[src/rtl/cmp_minmax_scheduler.sv]
// Frame min/max tracker that time-shares one unsigned magnitude comparator between the
// running-max and running-min checks. Define CMP_MINMAX_ARGIDX_EN to add argmax/argmin ports.

module cmp_minmax_mag #(
    parameter int WIDTH = 4
) (
    input  logic [WIDTH-1:0] a,
    input  logic [WIDTH-1:0] b,
    output logic             a_big,
    output logic             same,
    output logic             a_small
);
    assign a_big   = (a > b);
    assign same    = (a == b);
    assign a_small = (a < b);
endmodule

module cmp_minmax_scheduler #(
    parameter int WIDTH = 4,
    parameter int COUNT = 8,
    parameter int CNT_W = 8
) (
    input  logic             clk,
    input  logic             rst_n,
    input  logic             start,
    input  logic             in_valid,
    output logic             in_ready,
    input  logic [WIDTH-1:0] in_data,
    output logic             busy,
    output logic             done,
    output logic [WIDTH-1:0] max_val,
    output logic [WIDTH-1:0] min_val
`ifdef CMP_MINMAX_ARGIDX_EN
    ,
    output logic [CNT_W-1:0] argmax,
    output logic [CNT_W-1:0] argmin
`endif
);

    typedef enum logic [2:0] {
        IDLE,
        FIRST,
        ACCEPT,
        CMP_MAX,
        CMP_MIN,
        DONE
    } state_t;

    localparam logic [CNT_W-1:0] COUNT_C = CNT_W'(COUNT);

    state_t           state_q, state_d;
    logic [WIDTH-1:0] max_q, max_d;
    logic [WIDTH-1:0] min_q, min_d;
    logic [WIDTH-1:0] hold_q, hold_d;
    logic [CNT_W-1:0] cnt_q, cnt_d;
    logic             in_ready_q, in_ready_d;
    logic             busy_q, busy_d;
    logic             done_q, done_d;

    logic             xfer;
    logic             first_load;
    logic             max_load;
    logic             min_load;
    logic [WIDTH-1:0] cmp_b;
    logic             cmp_a_big;
    logic             cmp_same;
    logic             cmp_a_small;

    // The single shared comparator: A is always the held sample, B follows the state.
    assign cmp_b = (state_q == CMP_MIN) ? min_q : max_q;

    cmp_minmax_mag #(
        .WIDTH (WIDTH)
    ) u_cmp (
        .a       (hold_q),
        .b       (cmp_b),
        .a_big   (cmp_a_big),
        .same    (cmp_same),
        .a_small (cmp_a_small)
    );

    assign xfer       = in_valid & in_ready_q;
    assign first_load = (state_q == FIRST) & xfer;
    // Ties fall through as no-update so the earliest occurrence keeps the result.
    assign max_load   = (state_q == CMP_MAX) & ~cmp_same & ~cmp_a_small;
    assign min_load   = (state_q == CMP_MIN) & ~cmp_same & ~cmp_a_big;

    always_comb begin
        // NOTE: every signal gets a default before the case so no path infers a latch.
        state_d = state_q;
        max_d   = max_q;
        min_d   = min_q;
        hold_d  = hold_q;
        cnt_d   = cnt_q;

        case (state_q)
            IDLE: begin
                if (start) state_d = FIRST;
            end
            FIRST: begin
                if (xfer) begin
                    max_d   = in_data;
                    min_d   = in_data;
                    cnt_d   = CNT_W'(1);
                    state_d = (COUNT == 1) ? DONE : ACCEPT;
                end
            end
            ACCEPT: begin
                if (xfer) begin
                    hold_d  = in_data;
                    state_d = CMP_MAX;
                end
            end
            CMP_MAX: begin
                if (max_load) max_d = hold_q;
                state_d = CMP_MIN;
            end
            CMP_MIN: begin
                if (min_load) min_d = hold_q;
                cnt_d   = cnt_q + 1'b1;
                state_d = (cnt_q == COUNT_C - 1'b1) ? DONE : ACCEPT;
            end
            DONE: begin
                state_d = IDLE;
            end
            default: begin
                state_d = IDLE;
            end
        endcase

        // Status outputs are registered versions of the next state's decode.
        in_ready_d = (state_d == FIRST) || (state_d == ACCEPT);
        busy_d     = (state_d != IDLE);
        done_d     = (state_d == DONE);
    end

    always_ff @(posedge clk or negedge rst_n) begin
        if (!rst_n) begin
            state_q    <= IDLE;
            max_q      <= '0;
            min_q      <= '0;
            hold_q     <= '0;
            cnt_q      <= '0;
            in_ready_q <= 1'b0;
            busy_q     <= 1'b0;
            done_q     <= 1'b0;
        end else begin
            // NOTE: non-blocking assignments so every flop samples pre-edge values.
            state_q    <= state_d;
            max_q      <= max_d;
            min_q      <= min_d;
            hold_q     <= hold_d;
            cnt_q      <= cnt_d;
            in_ready_q <= in_ready_d;
            busy_q     <= busy_d;
            done_q     <= done_d;
        end
    end

    assign in_ready = in_ready_q;
    assign busy     = busy_q;
    assign done     = done_q;
    assign max_val  = max_q;
    assign min_val  = min_q;

`ifdef CMP_MINMAX_ARGIDX_EN
    logic [CNT_W-1:0] argmax_q, argmax_d;
    logic [CNT_W-1:0] argmin_q, argmin_d;

    // A sample's frame index equals cnt before the CMP_MIN increment.
    always_comb begin
        argmax_d = argmax_q;
        argmin_d = argmin_q;
        if (first_load) begin
            argmax_d = '0;
            argmin_d = '0;
        end
        if (max_load) argmax_d = cnt_q;
        if (min_load) argmin_d = cnt_q;
    end

    always_ff @(posedge clk or negedge rst_n) begin
        if (!rst_n) begin
            argmax_q <= '0;
            argmin_q <= '0;
        end else begin
            argmax_q <= argmax_d;
            argmin_q <= argmin_d;
        end
    end

    assign argmax = argmax_q;
    assign argmin = argmin_q;
`else
    // Without index tracking, cnt only measures frame length.
`endif

endmodule

[config.mk]
export PLATFORM = sky130hd
export DESIGN_NAME = cmp_minmax_scheduler
export DESIGN_NICKNAME = d
export VERILOG_FILES = /design/src/rtl/cmp_minmax_scheduler.sv
export SDC_FILE = /design/constraint.sdc
export NUM_CORES = 1
export LEC_CHECK = 0
export ABC_AREA = 1
export ABC_CLOCK_PERIOD_IN_PS = 4170
export CAP_MARGIN = 20
export CORE_MARGIN = 10
export CORE_UTILIZATION = 59
export CTS_CLUSTER_DIAMETER = 120
export CTS_CLUSTER_SIZE = 16
export DETAILED_ROUTE_END_ITERATION = 8
export GPL_TIMING_DRIVEN = 1
export PLACE_DENSITY = 0.95
export REMOVE_ABC_BUFFERS = 1
export SETUP_SLACK_MARGIN = 0.3
export SLEW_MARGIN = 10
export SYNTH_ARGS = -nofsm -noshare
export SYNTH_HDL_FRONTEND = slang
export SYNTH_HIERARCHICAL = 1
export SYNTH_SLANG_ARGS = --single-unit
export TNS_END_PERCENT = 20
[constraint.sdc]
create_clock -name clk -period 4.17 [get_ports clk]
set_clock_uncertainty 0.05 [all_clocks]
set_input_delay 0.6255 -clock clk [delete_from_list [all_inputs] [get_ports clk]]
set_output_delay 0.6255 -clock clk [all_outputs]
set_load 0.02 [all_outputs]
# Word-level counts from Yosys, hierarchy flattened
# Cells that the tools add are included.
[totals]
reg_bits = 26
in_bits = 8
word_cells = 53
[classes]
n_addsub = 1
n_lt_le_gt_ge = 2
eq_ne = 12
muxes = 13
bitwise = 8
n_reduce_logical = 9
[ops]
columns = ["cell", "count"]
rows = [
  ["2-to-1 mux 4 bit", 4],
  ["one-hot mux 4 bit (2 select lines)", 2],
  ["one-hot mux 8 bit (2 select lines)", 1],
  ["one-hot mux 3 bit (5 select lines)", 1],
  ["2-to-1 mux 3 bit", 4],
  ["equality test 3 x 2 -> 1 bit (second input constant)", 3],
  ["adder 8 x 1 -> 8 bit (second input constant)", 1],
  ["equality test 8 x 3 -> 1 bit (second input constant)", 1],
  ["2-to-1 mux 8 bit", 1],
  ["equality test 3 x 1 -> 1 bit (second input constant)", 2],
  ["equality test 3 bit (second input constant)", 2],
  ["!= test 2 bit (second input constant)", 3],
  ["AND reduction 3 bit", 2],
  ["bitwise AND 1 bit", 5],
  ["equality test 4 bit", 1],
  ["> comparator 4 bit", 1],
  ["less-than comparator 4 bit", 1],
  ["AND reduction 2 bit", 2],
  ["nonzero test 2 bit", 2],
  ["logical NOT 3 bit", 1],
  ["inverter 1 bit", 3],
  ["nonzero test 3 bit", 1],
  ["logical OR 1 bit", 1],
]

# Logic depth before layout (Yosys ltp)
# Gate-level depths: netlist of the first run.
[logic_depth]
ltp_word = 8
mapped_depth = 17

# By module
# Netlist of the first run, hierarchy kept.
[modules_own_cells]
columns = ["mod", "n_inst", "cells_each", "area_per_inst_um2", "seq_area_each_um2"]
rows = [
  ["cmp_minmax_scheduler", 1, 178, 1393.8, 650.6],
  ["cmp_minmax_mag", 1, 20, 115.1, 0.0],
]

# Worst setup path after synthesis of the first run
# OpenSTA, ideal clock, no wires.
[synth_path]
kind = "reg-to-reg"
from = "register state_q[1]"
to = "register max_q[0], in the netlist max_val[0]"
setup_ns = 0.077
t_arrival_ns = 1.985
required_time_ns = 4.043
setup_slack_ns = 2.058
stages_incl_launch_ff = 17
n_path_buf = 2
synth_period_minus_slack_ns = 2.112
path_cell_list = "dfrtp_1 > nor2_2 > nand2_2 > buf_6 > buf_6 > o21ai_1 > inv_1 > ha_1 > nand2_1 > inv_1 > nand2_1 > and2_1 > nor2_1 > nand2_2 > nand2_4 > nor2_1 > a21oi_1"
[synth_via]
elab_cells_between_ends = 15
[synth_rtl]
columns = ["item", "line", "source"]
rows = [
  ["start: declaration", "51", "state_t state_q, state_d;"],
  ["start signal: assignment", "149", "state_q <= state_d;"],
  ["equality test 3 bit", "70", "assign cmp_b = (state_q == CMP_MIN) ? min_q : max_q;"],
  ["2-to-1 mux 4 bit", "70", ""],
  ["net cmp_b[3]", "64", "logic [WIDTH-1:0] cmp_b;"],
  ["less-than comparator 4 bit", "15", "assign a_small = (a < b);"],
  ["net cmp_a_small", "67", "logic cmp_a_small;"],
  ["inverter 1 bit", "85", "assign max_load = (state_q == CMP_MAX) & ~cmp_same & ~cmp_a_small;"],
  ["bitwise AND 1 bit", "85", ""],
  ["!= test 2 bit (no line)", "n/a", ""],
  ["AND reduction 3 bit (no line)", "n/a", ""],
  ["end signal: assignment", "150", "max_q <= max_d;"],
  ["end: declaration", "52", "logic [WIDTH-1:0] max_q, max_d;"],
]
# The timed path passes the listed nets, and every way through them passes these cells.
# A chain may end at the register's enable or synchronous reset.

# Worst setup path after layout of the first run
[layout_path]
from = "register state_q[1]"
to = "register max_q[2], in the netlist max_val[2]"
# The elaborated chain is that of the path after synthesis.

==> run_results.csv, run 1 <==
group,metric,value,unit
floorplanning,start_util,0.615,
global_route,grt_max_degree,27,
global_route,grt-busiest-layer,"met2",
global_route,antenna_found_initial,0,
setup_path,max_stage_delay,0.44,ns
setup_path,r2r_cells,14,
run,maxCapViolations,0,
detailed_routing,vias_per_cell,5.44,
layout,drive_above_1_share,0.105,
layout,final_area,1750,um2
layout,num_antenna_cells,0,
yosys,async_flop_share,1.00,
setup_path,path_cells,"nor2_2, nand2_2, o21ai_1, inv_1, ha_1, nand2_1, inv_1, nand2_1, and2_1, nor2_1, nand2_2, nand2_4, nor2_1, a21oi_1",
setup_path,reg2reg_to,"max_val[2]$_DFFE_PN0P_",
placement,dp_hpwl,2470,um
detailed_routing,antenna_left,0,
power_and_ir_drop,powerDensity,702,nW/um2
detailed_routing,totalWireLength,3210,um
setup_path,crit_path_start_kind,"register",
yosys,synth_edf_count,0,
yosys,synthTopCellsByArea,"dfrtp_1 43%, nand2_1 12%, inv_1 7.0%",
setup_path,worst-path-stages,14,
timing,period_share,0.565,
floorplanning,die-area,4980,um2
timing,maxSlewViolCount,0,
setup_path,critPathMaxFanout,20,
timing,max_slew.worst_pin.slew,0.397,ns
timing,hold_viol_final,0,
floorplanning,die_x,70.6,um
yosys,yosys-top-cells-count,"49 x nand2_1, 28 x inv_1, 26 x dfrtp_1",
clock_tree,hold_buffers,0,
clock_tree,post_cts_buffers,0,
clock_tree,clk_pin_slew,0.14,ns
detailed_routing,firstDrtPassIters,4,
clock_tree,cts_buffer_depth,2,
yosys,syn_area_per_cell,7.62,um2
timing,finalSetupViolations,0,
power_and_ir_drop,worst_ir_drop_vdd,0.492,mV
layout,fillers,184,
global_route,grt_pass1_wl,5570,um
placement,gp_congestion,0.909,
setup_path,critPathCaptureType,"register",
setup_path,startpoint,"state_q[1]$_DFF_PN0_",
yosys,synthFlopType,"dfrtp_1",
yosys,synthCells,198,
setup_path,rrSetupSlack,1.81,ns
setup_path,required,4.38,ns
global_route,grtUsageMet3,0.0502,
yosys,ys_types,25,
yosys,yosys_warnings,6,
clock_tree,cts_tree,"done",
global_route,grt_use_met2,0.233,
timing,rsz0062_at_grt,"false",
yosys,synth_top_cell_by_area,"dfrtp_1",
yosys,synth.most_common_cell,"nand2_1",
setup_path,crit_slowest_cell,"dfrtp_1",
detailed_routing,drc,0,
setup_path,crit_end,"max_val[2]$_DFFE_PN0P_",
floorplanning,die-height,70.6,um
yosys,ys_seq_area_frac,0.431,
global_route,grt_pass1_vias,1262,
timing,max_freq,424,MHz
floorplanning,io_pins,19,
clock_tree,h-tree-depth,1,
placement,io_buffers,18,
setup_path,critPathKind,"reg -> reg",
timing,relSlewSlack,0.734,
detailed_routing,wire_per_inst,12.9,um
global_route,grt.met1_usage,0.142,
clock_tree,cts_inserted_buffers,3,
timing,min_period,2.36,ns
detailed_routing,via_count,1354,
status,status,"completed",
layout,syn_to_final_growth,15.8,%
placement,placed_area,1710,um2
power_and_ir_drop,power.leakage,0.000888,uW
yosys,yosys.area.top_type_share,0.431,
global_route,grt_overflow_total,0,
yosys,syn-cell-area,1510,um2
clock_tree,root_buffer,"clkbuf_4",
min_path,hold_class,"reg -> reg",
yosys,ys_ff_latch,26,
setup_path,cp_data_arrival_time,2.57,ns
setup_path,path_delay_family,"simple AND/OR/NAND/NOR gates",
clock_tree,cts_sinks,26,
clock_tree,clkLatencyLatePin,0.33,ns
layout,nets,233,
clock_tree,cts_resized,0,
global_route,grt_util_all_layers,0.133,
timing,tns,0,ns
floorplanning,core,2450,um2
setup_path,timing.rr.start,"state_q[1]$_DFF_PN0_",
setup_path,cp.buffers_inverters,2,
floorplanning,rows,18,
detailed_routing,drt-initial-drc-count,86,
## layout make-up
class	count	area (um2)	area share
multi-input cells	138	713	0.408
flip-flops and latches	26	651	0.372
repair buffers	19	188	0.107
inverters	32	123	0.0702
well taps	30	37.5	0.0215
clock buffers	4	36.3	0.0208
## metrics by stage
stage / worst slack (ns) / hold slack [ns] / power, uW / cells / utilization
after global routing: 1.57 / 0.519 / 1350 / 249 / 0.712
after detailed placement: 1.86 / 0.439 / 1100 / 245 / 0.697
after global placement: 1.94 / 0.435 / 1070 / 245 / 0.697
after floorplan: 2.13 / 0.280 / 888 / 196 / -
final: 1.81 / 0.465 / 1230 / 249 / 0.712
after CTS: 1.82 / 0.474 / 1230 / 249 / 0.712
## registers in the layout (all words and copies together) (netlist names)
name and flops:
cnt_q 8, hold_q 4, max_val 4, min_val 4, state_q 3, busy 1, done 1, in_ready 1
## placed cells by master (no fill, tap or decap), types with 2 or more instances in the layout
cell type	instances
nor2_4	2
nand4_1	2
nand3_1	15
inv_1	28
nor2_1	18
clkbuf_4	3
nand2_2	3
nand3_2	2
dfrtp_1	26
nand2_1	49
o21ai_1	5
o21a_1	4
nor2_2	4
ha_1	5
inv_2	3
o21ai_0	15
a21oi_1	7
clkdlybuf4s50_1	18
## power by group
group	total, uW	switching (uW)	internal [uW]	leakage [uW]
Sequential	450	91.0	359	0.000322
Clock	132	78.9	53.5	0.0000210
Combinational	644	385	259	0.000545
Total	1230	555	671	0.000888
## cells by family after synthesis
| family | Yosys count | share of synthesized area |
|---|---|---|
| DFF | 26 | 0.431 |
| and+or+nand+nor | 98 | 0.297 |
| xor gates and xnor gates | 1 | 0.00581 |
| adders and majority gates | 5 | 0.0415 |
| buffers and inverters | 34 | 0.0962 |
| AOI/OAI and AO/OA | 34 | 0.129 |
## worst reg2reg max path: stages, from the launching register on
cell and delay (ns):
dfrtp_1 0.44, nor2_2 0.16, nand2_2 0.25, o21ai_1 0.27, inv_1 0.07, ha_1 0.27
nand2_1 0.06, inv_1 0.05, nand2_1 0.05, and2_1 0.14, nor2_1 0.12, nand2_2 0.09
nand2_4 0.10, nor2_1 0.05, a21oi_1 0.12
## worst min-delay path by stage
| stage | start | endpoint | depth (start not counted) |
|---|---|---|---|
| 2_1_floorplan | rst_n | busy$_DFF_PN0_ | 0 |
| 3_3_place_gp | cnt_q[1]$_DFFE_PN0P_ | cnt_q[1]$_DFFE_PN0P_ | 2 |
| 3_5_place_dp | cnt_q[1]$_DFFE_PN0P_ | cnt_q[1]$_DFFE_PN0P_ | 2 |
| 4_1_cts | cnt_q[1]$_DFFE_PN0P_ | cnt_q[1]$_DFFE_PN0P_ | 2 |
| 5_1_grt | cnt_q[1]$_DFFE_PN0P_ | cnt_q[1]$_DFFE_PN0P_ | 2 |
| 6_report | cnt_q[1]$_DFFE_PN0P_ | cnt_q[1]$_DFFE_PN0P_ | 2 |
## layer usage
metal	part of all wire	wire length, um	vias up
met1	0.41	1330	635
met3	0.063	203	6
met4	0.016	51	0
li1	-	-	676
met5	0	0	-
met2	0.51	1620	37
(Power assumes the default switching activity.)
==> run 2: changes to the inputs <==
Settings changed: ABC_CLOCK_PERIOD_IN_PS 4170 to 2000, CORE_UTILIZATION 59 to 49, PLACE_DENSITY 0.95 to 0.86.
Clock period 4.17 ns to 2 ns, I/O delays scaled along.
==> run 2 against run 1 <==
Against the previous run: the flow now finishes with violations (setup timing); die area up 14%; fmax up 11%; count of clock-buffer cells in the layout down 1; combinational power rose to 2.6 times the previous value; utilization down 7.8 points; flip-flop and latch count unchanged; first-iteration DRC count down 8.1%; largest cell class unchanged.
==> run_results.csv, run 2 (synthesis results as in run 1) <==
group,metric,value,unit
setup_path,rrSetupSlack,-0.13,ns
floorplanning,start_util,0.502,
global_route,grt_util_all_layers,0.123,
clock_tree,h-tree-depth,1,
detailed_routing,totalWireLength,3530,um
global_route,grt_overflow_total,0,
layout,max_flop_register,"cnt_q",
setup_path,critPathMaxFanout,8,
layout,final_util,0.634,
floorplanning,io_pins,19,
detailed_routing,wire_per_inst,13.5,um
setup_path,cp_data_arrival_time,2.32,ns
layout,final_area,1900,um2
power_and_ir_drop,total_power,2860,uW
setup_path,crit_end,"max_val[3]$_DFFE_PN0P_",
layout,largest_reg_flops,8,
timing,maxSlewViolCount,0,
timing,max_freq,470,MHz
floorplanning,core,3000,um2
floorplanning,die-area,5700,um2
placement,io_buffers,18,
setup_path,r2r_cells,14,
clock_tree,cts_buffer_depth,2,
layout,nets,243,
power_and_ir_drop,power.leakage,0.000997,uW
placement,gp_congestion,0.890,
setup_path,reg2reg_to,"max_val[3]$_DFFE_PN0P_",
detailed_routing,drc,0,
clock_tree,cts_sinks,26,
clock_tree,cts_inserted_buffers,3,
min_path,hold_class,"in -> async",
timing,rsz0062_at_grt,"true",
setup_path,crit_path_start_kind,"register",
detailed_routing,vias_per_cell,5.26,
placement,placed_area,1760,um2
status,violations,"setup timing",
detailed_routing,drt-initial-drc-count,79,
timing,hold_viol_final,0,
global_route,grt_pass1_wl,5590,um
detailed_routing,via_count,1372,
global_route,grt_max_degree,27,
floorplanning,die-height,75.5,um
floorplanning,die_x,75.5,um
setup_path,required,2.20,ns
layout,syn_to_final_growth,26.2,%
floorplanning,rows,20,
timing,max_slew.worst_pin.slew,0.406,ns
setup_path,critPathKind,"reg -> reg",
layout,layout_common_cells,"46 x nand2_1, 26 x inv_1, 26 x dfrtp_1",
clock_tree,cts_tree,"done",
clock_tree,clkLatencyLatePin,0.31,ns
global_route,antenna_found_initial,0,
detailed_routing,firstDrtPassIters,4,
power_and_ir_drop,worst_ir_drop_vdd,0.487,mV
placement,dp_hpwl,2420,um
global_route,grt_pass1_vias,1259,
layout,final_common_cell,"nand2_1",
clock_tree,clk_pin_slew,0.14,ns
power_and_ir_drop,powerDensity,1500,nW/um2
timing,finalSetupViolations,8,
clock_tree,hold_buffers,0,
status,status,"finished, violations left",
timing,min_period,2.13,ns
detailed_routing,antenna_left,0,
timing,period_share,1.06,
layout,drive_above_1_share,0.206,
run,maxCapViolations,0,
setup_path,startpoint,"state_q[0]$_DFF_PN0_",
timing,fin_ws,-0.128,ns
setup_path,critPathCaptureType,"register",
layout,num_antenna_cells,0,
timing,relSlewSlack,0.729,
setup_path,timing.rr.start,"state_q[0]$_DFF_PN0_",
clock_tree,root_buffer,"clkbuf_4",
-- run 2: changes by cell type in the layout (fill, tap and decap cells not counted), sizes merged --
cell,delta
clkdlybuf4s50,-8
dlygate4sd2,+1
buf,+9
nand2,+1
dlymetal6s2s,+7
clkbuf,-1
-- run 2: timing repair --
action                     4_1_cts  5_1_grt
gates cloned                     0        1
pin swaps                        0        7
setup endpoints to repair        9       15
setup buffers                    0        3
resized for setup                4       24
-- run 2: worst min path at each step --
stage | startpoint | to | cells after the start
finish | rst_n | hold_q[1]$_DFFE_PN0P_ | 2
global route | rst_n | hold_q[0]$_DFFE_PN0P_ | 2
CTS | rst_n | hold_q[1]$_DFFE_PN0P_ | 2
detailed placement | cnt_q[1]$_DFFE_PN0P_ | cnt_q[1]$_DFFE_PN0P_ | 2
global placement | cnt_q[1]$_DFFE_PN0P_ | cnt_q[1]$_DFFE_PN0P_ | 2
floorplan | rst_n | busy$_DFF_PN0_ | 0
-- run 2: metal layers --
metal | share of wire | up-vias | track usage | wire length (um)
li1 | - | 690 | - | -
met1 | 0.45 | 635 | 0.148 | 1580
met2 | 0.48 | 36 | 0.209 | 1690
met3 | 0.051 | 11 | 0.0260 | 179
met4 | 0.026 | 0 | 0.0495 | 91
met5 | 0 | - | 0 | 0
-- run 2: worst max-delay path: stages (launching register included) --
cell	delay, ns
dfrtp_1	0.43
nor2_4	0.17
nand2_4	0.09
o21ai_1	0.15
inv_1	0.06
ha_1	0.28
nand2_2	0.08
inv_1	0.07
nand2_1	0.07
and2_4	0.14
nor2_4	0.10
nand2_2	0.07
nand2_4	0.12
nor2_2	0.06
a21oi_2	0.11
-- run 2: stage by stage --
stage / instances / TNS (ns) / hold WS (ns) / setup slack [ns]
after global placement: 254 / -0.0470 / 0.434 / -0.0140
after global routing: 261 / -1.39 / 0.290 / -0.194
after floorplan: 196 / -0.177 / -0.0456 / -0.0443
final: 261 / -0.681 / 0.292 / -0.128
after detailed placement: 254 / -0.213 / 0.442 / -0.0586
after CTS: 257 / -0.108 / 0.296 / -0.0231
-- run 2: area by class of cell --
type / instances / area, um2
flip-flops and latches: 26 / 651
repair buffers: 28 / 272
well taps: 33 / 41.3
inverters: 32 / 123
multi-input cells: 139 / 796
clock buffers: 3 / 22.5
fillers: 238 / 1100
-- run 2: power by group --
| part | internal, uW | leakage, uW | switching [uW] | total, uW |
|---|---|---|---|---|
| Sequential | 748 | 0.000322 | 199 | 947 |
| Clock | 70.4 | 0.0000138 | 149 | 219 |
| Combinational | 716 | 0.000661 | 976 | 1690 |
| Total | 1530 | 0.000997 | 1320 | 2860 |
